File: src/rtl/dpd_out_round_sat.sv
// dpd_out_round_sat
//   Output stage after the complex 8-term adder of the DPD actuator.
//   Shifts each widened component right by 0..3 with round-half-up, saturates
//   it back to DWIDTH bits, and counts saturated samples for software.
//   Three-stage pipeline, one sample per clock, valid-qualified, no backpressure.
//
// Ports
//   clk          clock, rising edge
//   rst_n        asynchronous active-low reset
//   din_valid    input sample strobe
//   din          {din_i, din_q}, each IWIDTH bits two's complement
//   shift        right-shift amount, captured with each valid sample
//   sat_cnt_clr  synchronous clear of sat_cnt / sat_flag (wins over an event)
//   dout_valid   output sample strobe
//   dout         {dout_i, dout_q}, each DWIDTH bits two's complement
//   sat_flag     sticky saturation indicator
//   sat_cnt      saturated-sample count, holds at all-ones
module dpd_out_round_sat #(
  parameter int DWIDTH     = 16,
  parameter int EXTRA_BITS = 3,
  parameter int CNT_WIDTH  = 16
) (
  input  logic                              clk,
  input  logic                              rst_n,
  input  logic                              din_valid,
  input  logic [2*(DWIDTH+EXTRA_BITS)-1:0]  din,
  input  logic [1:0]                        shift,
  input  logic                              sat_cnt_clr,
  output logic                              dout_valid,
  output logic [2*DWIDTH-1:0]               dout,
  output logic                              sat_flag,
  output logic [CNT_WIDTH-1:0]              sat_cnt
);

  localparam int IWIDTH = DWIDTH + EXTRA_BITS;
  // One extra bit so x + rc cannot wrap at the positive end.
  localparam int RWIDTH = IWIDTH + 1;

  // Round-half-up shift: add half an output LSB, then arithmetic shift.
  function automatic logic signed [RWIDTH-1:0] round_shift(
    input logic signed [IWIDTH-1:0] x,
    input logic [1:0]               s
  );
    logic signed [RWIDTH-1:0] xe;
    logic signed [RWIDTH-1:0] rc;
    xe = {x[IWIDTH-1], x};
    rc = '0;
    if (s != 2'd0) rc[s - 2'd1] = 1'b1;
    return (xe + rc) >>> s;
  endfunction

  // Returns {clamped, value}. In range iff all bits from the DWIDTH-1 sign
  // position upward agree.
  function automatic logic [DWIDTH:0] saturate(
    input logic signed [RWIDTH-1:0] r
  );
    logic [RWIDTH-DWIDTH:0] top;
    top = r[RWIDTH-1:DWIDTH-1];
    if ((top == '0) || (top == '1))
      return {1'b0, r[DWIDTH-1:0]};
    else if (r[RWIDTH-1])
      return {1'b1, 1'b1, {(DWIDTH-1){1'b0}}};
    else
      return {1'b1, 1'b0, {(DWIDTH-1){1'b1}}};
  endfunction

  logic                      v1, v2, v3;
  logic signed [IWIDTH-1:0]  x_i1, x_q1;
  logic [1:0]                s1;
  logic signed [RWIDTH-1:0]  r_i2, r_q2;
  logic                      e3;
  logic [DWIDTH:0]           sat_i_res, sat_q_res;

  assign sat_i_res  = saturate(r_i2);
  assign sat_q_res  = saturate(r_q2);
  assign dout_valid = v3;

  // Valid pipe always shifts; data stages load only on their incoming valid.
  always_ff @(posedge clk or negedge rst_n) begin
    if (!rst_n) begin
      v1   <= 1'b0;
      v2   <= 1'b0;
      v3   <= 1'b0;
      x_i1 <= '0;
      x_q1 <= '0;
      s1   <= '0;
      r_i2 <= '0;
      r_q2 <= '0;
      dout <= '0;
      e3   <= 1'b0;
    end else begin
      v1 <= din_valid;
      v2 <= v1;
      v3 <= v2;
      if (din_valid) begin
        x_i1 <= din[2*IWIDTH-1:IWIDTH];
        x_q1 <= din[IWIDTH-1:0];
        s1   <= shift;
      end
      if (v1) begin
        r_i2 <= round_shift(x_i1, s1);
        r_q2 <= round_shift(x_q1, s1);
      end
      if (v2) begin
        dout <= {sat_i_res[DWIDTH-1:0], sat_q_res[DWIDTH-1:0]};
        e3   <= sat_i_res[DWIDTH] | sat_q_res[DWIDTH];
      end
    end
  end

  // One count per sample regardless of how many components clamped.
  always_ff @(posedge clk or negedge rst_n) begin
    if (!rst_n) begin
      sat_cnt  <= '0;
      sat_flag <= 1'b0;
    end else if (sat_cnt_clr) begin
      sat_cnt  <= '0;
      sat_flag <= 1'b0;
    end else if (v3 && e3) begin
      sat_flag <= 1'b1;
      if (sat_cnt != '1) sat_cnt <= sat_cnt + CNT_WIDTH'(1);
    end
  end

endmodule

File: config.mk
export PLATFORM = sky130hd
export DESIGN_NAME = dpd_out_round_sat
export DESIGN_NICKNAME = d
export VERILOG_FILES = /design/src/rtl/dpd_out_round_sat.sv
export SDC_FILE = /design/constraint.sdc
export NUM_CORES = 1
export LEC_CHECK = 0
export ABC_AREA = 1
export CAP_MARGIN = 20
export CORE_MARGIN = 1.5
export CORE_UTILIZATION = 60
export DETAILED_ROUTE_END_ITERATION = 8
export PLACE_DENSITY_LB_ADDON = 0.25
export SYNTH_ARGS = -nofsm -noshare
export SYNTH_HDL_FRONTEND = slang
export SYNTH_SLANG_ARGS = --single-unit
File: constraint.sdc
create_clock -name clk -period 6.4 [get_ports clk]
set_input_delay 0.96 -clock clk [delete_from_list [all_inputs] [get_ports clk]]
set_output_delay 0.96 -clock clk [all_outputs]
set_load 0.01 [all_outputs]
==> results of run 1 <==
[cells by family after synthesis]
kind of cell,Yosys count
AO/OA/AOI/OAI,120
XOR/XNOR,22
adder cells (fa/ha/maj),5
buffers and inverters,134
flip-flops,133
multiplexers,7
AND/OR/NAND/NOR,507
[state kept, by name, summed over array words and instances (netlist names)]
register / count
e3: 1
sat_flag: 1
x_q1: 19
s1: 2
dout_valid: 1
v1: 1
sat_cnt: 16
r_q2: 20
x_i1: 19
r_i2: 20
v2: 1
dout: 32
[through the flow]
stage                     instances  hold WS (ps)  power [uW]
after global routing           1166           510        2580
after CTS                      1163           480        2470
after floorplan                 928           349        1320
after detailed placement       1131           466        1540
final                          1166           476        2470
after global placement         1131           460        1520
[final timing paths]
| path | startpoint | slack [ps] | depth (start not counted) | to |
|---|---|---|---|---|
| min | dout[15] | 480 | 2 | dout[15] |
| max | v1 | 3480 | 5 | r_i2[2] |
| max in group asynchronous | rst_n | 4880 | 2 | dout[28] |
| max reg2reg | v1 | 3480 | 5 | r_i2[2] |
| min in group asynchronous | rst_n | 510 | 1 | dout[5] |
| min reg2reg | dout[15] | 480 | 2 | dout[15] |
[power by group]
group          switching (uW)  total [uW]  internal (uW)
clock                     382         928            546
sequential               88.4        1040            955
combinational             286         497            210
[synth_stat cells, types with 2 or more instances]
master	instances
a41oi_1	2
o21ai_0	44
mux2_2	7
buf_1	6
buf_2	6
clkinv_1	2
xor2_1	20
clkbuf_1	23
o31ai_1	8
inv_1	92
nand3_1	182
inv_2	3
o21ai_1	9
nand2_1	217
a21oi_1	26
nor2_2	4
xnor2_1	2
o211ai_1	24
nor2_1	53
ha_1	5
nand3b_1	2
nor3_1	14
nand2_2	6
nand4_1	18
nand3_2	4
nor4_1	5
dfrtp_1	133
[metal layers]
| metal | part of all wire | vias to the layer above | global-route usage | routed length, um |
|---|---|---|---|---|
| li1 | - | 3275 | - | - |
| met4 | 0.018 | 0 | 0.111 | 316 |
| met2 | 0.44 | 319 | 0.440 | 7940 |
| met5 | 0 | - | 0 | 0 |
| met3 | 0.068 | 28 | 0.0502 | 1220 |
| met1 | 0.47 | 3125 | 0.455 | 8570 |
[critical path: stages (launching register included)]
cell and delay (ps):
dfrtp_1 700, inv_1 570, nor2_1 910, buf_4 360, inv_1 90, o211ai_1 210
[layout make-up]
cell class | instances | area, um2
clock inverter | 14 | 125
multi-input combinational | 661 | 3360
inverter | 97 | 364
clock buffer | 18 | 439
fill | 866 | 2770
tap | 143 | 179
sequential | 133 | 3330
timing repair buffer | 100 | 1000
[cells in the final DEF, fill, tap and decap left out, types with 6 or more instances in the layout]
cell,n
clkbuf_16,17
mux2_2,7
nand2_1,217
nor2_1,53
nand4_1,18
buf_4,6
o31ai_1,8
nand3_1,182
inv_1,92
xor2_1,20
a21oi_1,26
nor3_1,14
o211ai_1,24
o21ai_1,9
clkdlybuf4s50_1,91
dfrtp_1,133
o21ai_0,44
nand2_2,6
==> results.md, run 1 <==
* Post-DP HPWL at around 13000 um
* Post-synthesis adder-cell area fraction at 0.00868
* Period minus WS final at a little under 3000 ps
* DIE AREA at approximately 13000 um2
* CP endpoint kind: register
* Multiplexer area fraction after synthesis at 0.0109
* Setup Buffers After CTS at 0
* Num CTS Buffers at 17
* Setup Slack @ Placement at 3360 ps
* Synthesized Nets at ~1000
* Cts hold-fix bufs at 0
* Placeable Area at approximately 12000 um2
* Avg Synthesized Cell Area at a little under 8 um2
* Leakage power at between 0.003 and 0.004 uW
* Crit Path Max Fanout at 31
* Worst Slack Setup Final at approximately 3500 ps
* FF+latch count, synth at around 130
* Largest family of logic cells by synthesized area: simple AND/OR/NAND/NOR gates
* Clock Latency Late Sink at approximately 420 ps
* Total clock sinks at between 100 and 150
* Synth top area cells: dfrtp_1, nand3_1, nand2_1
* CP required at between 6000 and 7000 ps
* Kind of critical path: register to register
* Fin. Hold Viols at 0
* Post-synth top area share at 0.462
* Fmax at around 0.34 GHz
* Clk slew on worst S/H paths at 60 ps
* Maximum VDD drop at 0.000220 V
* Max-cap viol count at 0
* Slew @ Worst Pin at a little under 1000 ps
* Pwr dens at approximately 280 nW/um2
* Area grow syn2layout at 22.0%
* Nets@finish at 1059
* GRT Util Overall at 0.301
* Clock Tree Buf Depth at 2
* Iter 0 DRT Violations at between 700 and 800
* Vias per cell at 5.79
* Largest net degree at the start of global routing at 85
* Post-Synth XOR/XNOR Area at 0.0267
* Asr flop ratio synth at 1.00
* First-pass GRT wire length at about 31000 um
* Compound-Gate Fraction of Synth Area at 0.103
* CP arrival at about 3300 ps
* Number of synthesized flops with an enable pin at 0
* Initial antenna violation count at 0
* RSZ-0062 raised after global routing: no
* Max-slew headroom at 0.348
* Distinct cell type count after synthesis at 38
* Cts repair resizes at 0
* Worst Hold Class: register to register
* FP Rows at 39
* IO buf count at just over 90
* Setup_tns at 0 ps
* DIE WIDTH at ~110 um
* Num ports at 94
* Chip Height at 113 um
* Max Clock Skew at 6.42 ps
* Synthesized cell area at between 7000 and 8000 um2
* Vias at about 6700
* DR WL/cell at about 15 um
* Antenna fix cells at 0
* Max-slew violation count at 0
* CTS H-Tree Depth at 4
* Global route overflow at 0
* Crit path launch type: register
* Fraction of layout cells with a size suffix above 1 at 0.0694
* GP Congestion at approximately 0.97
* Fraction of the yosys area taken by sequential cells at 0.462
* Initial core utilization at 0.623
* Finished Core Util at 0.760
* Area leader, netlist: dfrtp_1
* Placement Cell Area at 8180 um2
* Simple-Gate Fraction of Synth Area at 0.316
* Vias in the first global route at just over 6000
* Routed WL at 18000 um
* Final setup violation count at 0
* Gate Count Post-Synth at around 930
* Synth warnings at 0
* ANT nets after route at 0
* Final worst-path cycle share at 0.457
* Finished Cell Area at slightly below 9000 um2
* Primary FF master, synth: dfrtp_1
* Status: complete, no violations
* DRT Pass-1 Iters at 7
* Clock root buffer master: clkbuf_16
* CTS tree: yes
* DRC viols at 0
Note: power is estimated with default switching activity, not from simulation.
==> run 2: changes to the inputs <==
- CORE_UTILIZATION: 60 -> 56
- clock period: 6.4 -> 2.82 ns (I/O delays scaled with it)
==> results.md, run 2 (synthesized netlist as in run 1, its figures left out) <==
* Routed WL at 17600 um (-2.4%)
* RSZ-0062 raised after global routing: no
* Post-DP HPWL at 13000 um (-0.31%)
* Max FFs per register at 32 (unchanged)
* Register area at 3330 um2 (unchanged)
* Clock Latency Late Sink at 420 ps (about the same)
* Final worst-path cycle share at 0.862 (+0.406)
* Setup Buffers After CTS at 0 (unchanged)
* Leakage power at 0.00405 uW (+1.7%)
* Clk slew on worst S/H paths at 60 ps (about the same)
* DRC viols at 0 (unchanged)
* Global route overflow at 0 (unchanged)
* Vias per cell at 5.59 (-3.4%)
* Commonest non-fill, non-tap cell in the layout: nand2_1
* DRT Pass-1 Iters at 5 (-2)
* Kind of critical path: register to register
* Worst R2R Start: s1[0]
* GP Congestion at 0.943 (-2.9%)
* DIE AREA at 13600 um2 (+7.0%)
* Sequential power share at 0.407 (-0.016)
* Chip Height at 116 um (+3.4%)
* Total clock sinks at 133 (unchanged)
* Max-slew violation count at 0 (unchanged)
* Sw power at 1670 uW (+120%)
* GRT Util Overall at 0.278 (-0.0230)
* Status: complete, no violations
* Clock root buffer master: clkbuf_16
* Largest net degree at the start of global routing at 57 (-33%)
* Clock Tree Buf Depth at 2 (unchanged)
* Max Clock Skew at 6.02 ps (-0.397 ps)
* CP endpoint kind: register
* Initial core utilization at 0.573 (-0.0497)
* Max-cap viol count at 0 (unchanged)
* Worst setup path start: s1[0]
* Final setup violation count at 0 (unchanged)
* Worst Hold Class: input pin to async pin
* Period minus WS final at 2430 ps (-491 ps)
* Slew @ Worst Pin at 824 ps (-151 ps)
* Vias at 6727 (-0.30%)
* Most frequent cells in the layout: nand2_1, nand3_1, dfrtp_1
* Cells after DPL at 1171 (+3.5%)
* Iter 0 DRT Violations at 815 (+2.1%)
* Combinational share of power at 0.196 (-0.005)
* Initial antenna violation count at 0 (unchanged)
* Num CTS Buffers at 17 (unchanged)
* Antenna fix cells at 0 (unchanged)
* Fraction of layout cells with a size suffix above 1 at 0.0766 (+0.00715)
* CTS H-Tree Depth at 4 (unchanged)
* Switching Share at 0.289 (-0.0176)
* Largest Register: dout
* First-pass GRT wire length at 29600 um (-3.0%)
* Num ports at 94 (unchanged)
* Pwr dens at 647 nW/um2 (+130%)
* Crit path launch type: register
* CP required at 3130 ps (-3600 ps)
* Max-slew headroom at 0.451 (+0.103)
* CP arrival at 2740 ps (-520 ps)
* Fillers at 1031 (+19%)
* Fin. Hold Viols at 0 (unchanged)
* Area grow syn2layout at 24.1%
* Int Pwr at 4110 uW (+140%)
* DIE WIDTH at 116 um (+3.4%)
* Vias in the first global route at 6055 (-0.95%)
* Multi-input gate area in the final layout at 3360 um2 (unchanged)
* IO buf count at 93 (unchanged)
* Power share of the clock group at 0.397 (+0.021)
* CTS tree: yes
* FP Rows at 41 (+5.1%)
* Maximum VDD drop at 0.000344 V (+56%)
* Crit Path Max Fanout at 22 (-29%)
* Fmax at 0.411 GHz (+20%)
* DR WL/cell at 14.6 um (-5.5%)
* ANT nets after route at 0 (unchanged)
* Largest regs: dout (32), r_i2 (20), r_q2 (20)
* Placeable Area at 12600 um2 (+8.7%)
* Nets@finish at 1068 (+0.85%)
* Fin cells at 1204 (+3.3%)
* Cts repair resizes at 0 (unchanged)
* Setup_tns at 0 ps (unchanged)
run 2: changes by cell type in the layout (fill, tap and decap cells not counted):
cell	before	now
buf_4	6	15
inv_6	4	1
bufinv_16	1	3
clkbuf_8	1	3
buf_12	2	1
clkinvlp_4	3	2
dlygate4sd3_1	0	1
run 2: per-layer routing:
metal	track usage	wire length [um]	up-vias
li1	-	-	3304
met1	0.436	8690	3134
met2	0.393	7540	268
met3	0.0493	1150	21
met4	0.0862	231	0
met5	0	0	-
run 2: power groups by stage:
stage	clock (uW)	combinational (uW)	sequential (uW)
after floorplan	0	627	2380
after global placement	0	1110	2370
after detailed placement	0	1120	2380
after CTS	2310	1130	2350
after global routing	2400	1270	2390
final	2300	1130	2350
run 2: final timing paths:
kind	depth (start not counted)	slack, ps	end
max in group asynchronous	3	1660	x_i1[15]
setup reg to reg	17	390	r_q2[12]
hold reg to reg	2	470	dout[15]
setup / recovery	17	390	r_q2[12]
min in group clk	2	470	dout[15]
hold / removal	2	470	dout[10]
run 2: final cells by class:
type,instances,area share
timing repair buffer,109,0.118
tap,172,0.0241
multi-input combinational,661,0.375
inverter,97,0.0407
clock buffer,20,0.0522
sequential,133,0.372
clock inverter,12,0.0169
run 2: per-stage QoR:
stage / utilization / setup WS, ps / power, uW / instance area, um2 / hold slack (ps)
floorplan: - / 549 / 3000 / 7210 / 127
CTS: 0.711 / 399 / 5800 / 8940 / 478
finish: 0.711 / 388 / 5780 / 8940 / 472
global placement: 0.661 / 503 / 3480 / 8310 / 370
detailed placement: 0.661 / 429 / 3510 / 8310 / 375
global route: 0.711 / 82.5 / 6060 / 8940 / 509
run 2: critical path, cell delays in order (launching register included):
cell	delay [ps]
dfrtp_1	390
inv_2	310
nand2_1	120
nand2_1	80
nand2_1	110
inv_1	80
ha_1	160
inv_1	50
nand2_1	110
nand3_1	100
nand2_2	120
nand2_1	130
nor2_2	130
nand2_1	70
nand2_1	90
nand3_1	100
nand3_1	120
nand3_1	60
run 2: timing repair:
action                     in CTS  in global routing
hold buffers                    1                  0
hold endpoints to repair       26                  0
setup endpoints to repair       0                  0
==> run 3: changes to the inputs <==
- SLEW_MARGIN: not set -> 20
==> results of run 3 <==
The final DEF is identical to that of run 2; final timing and power are the same.
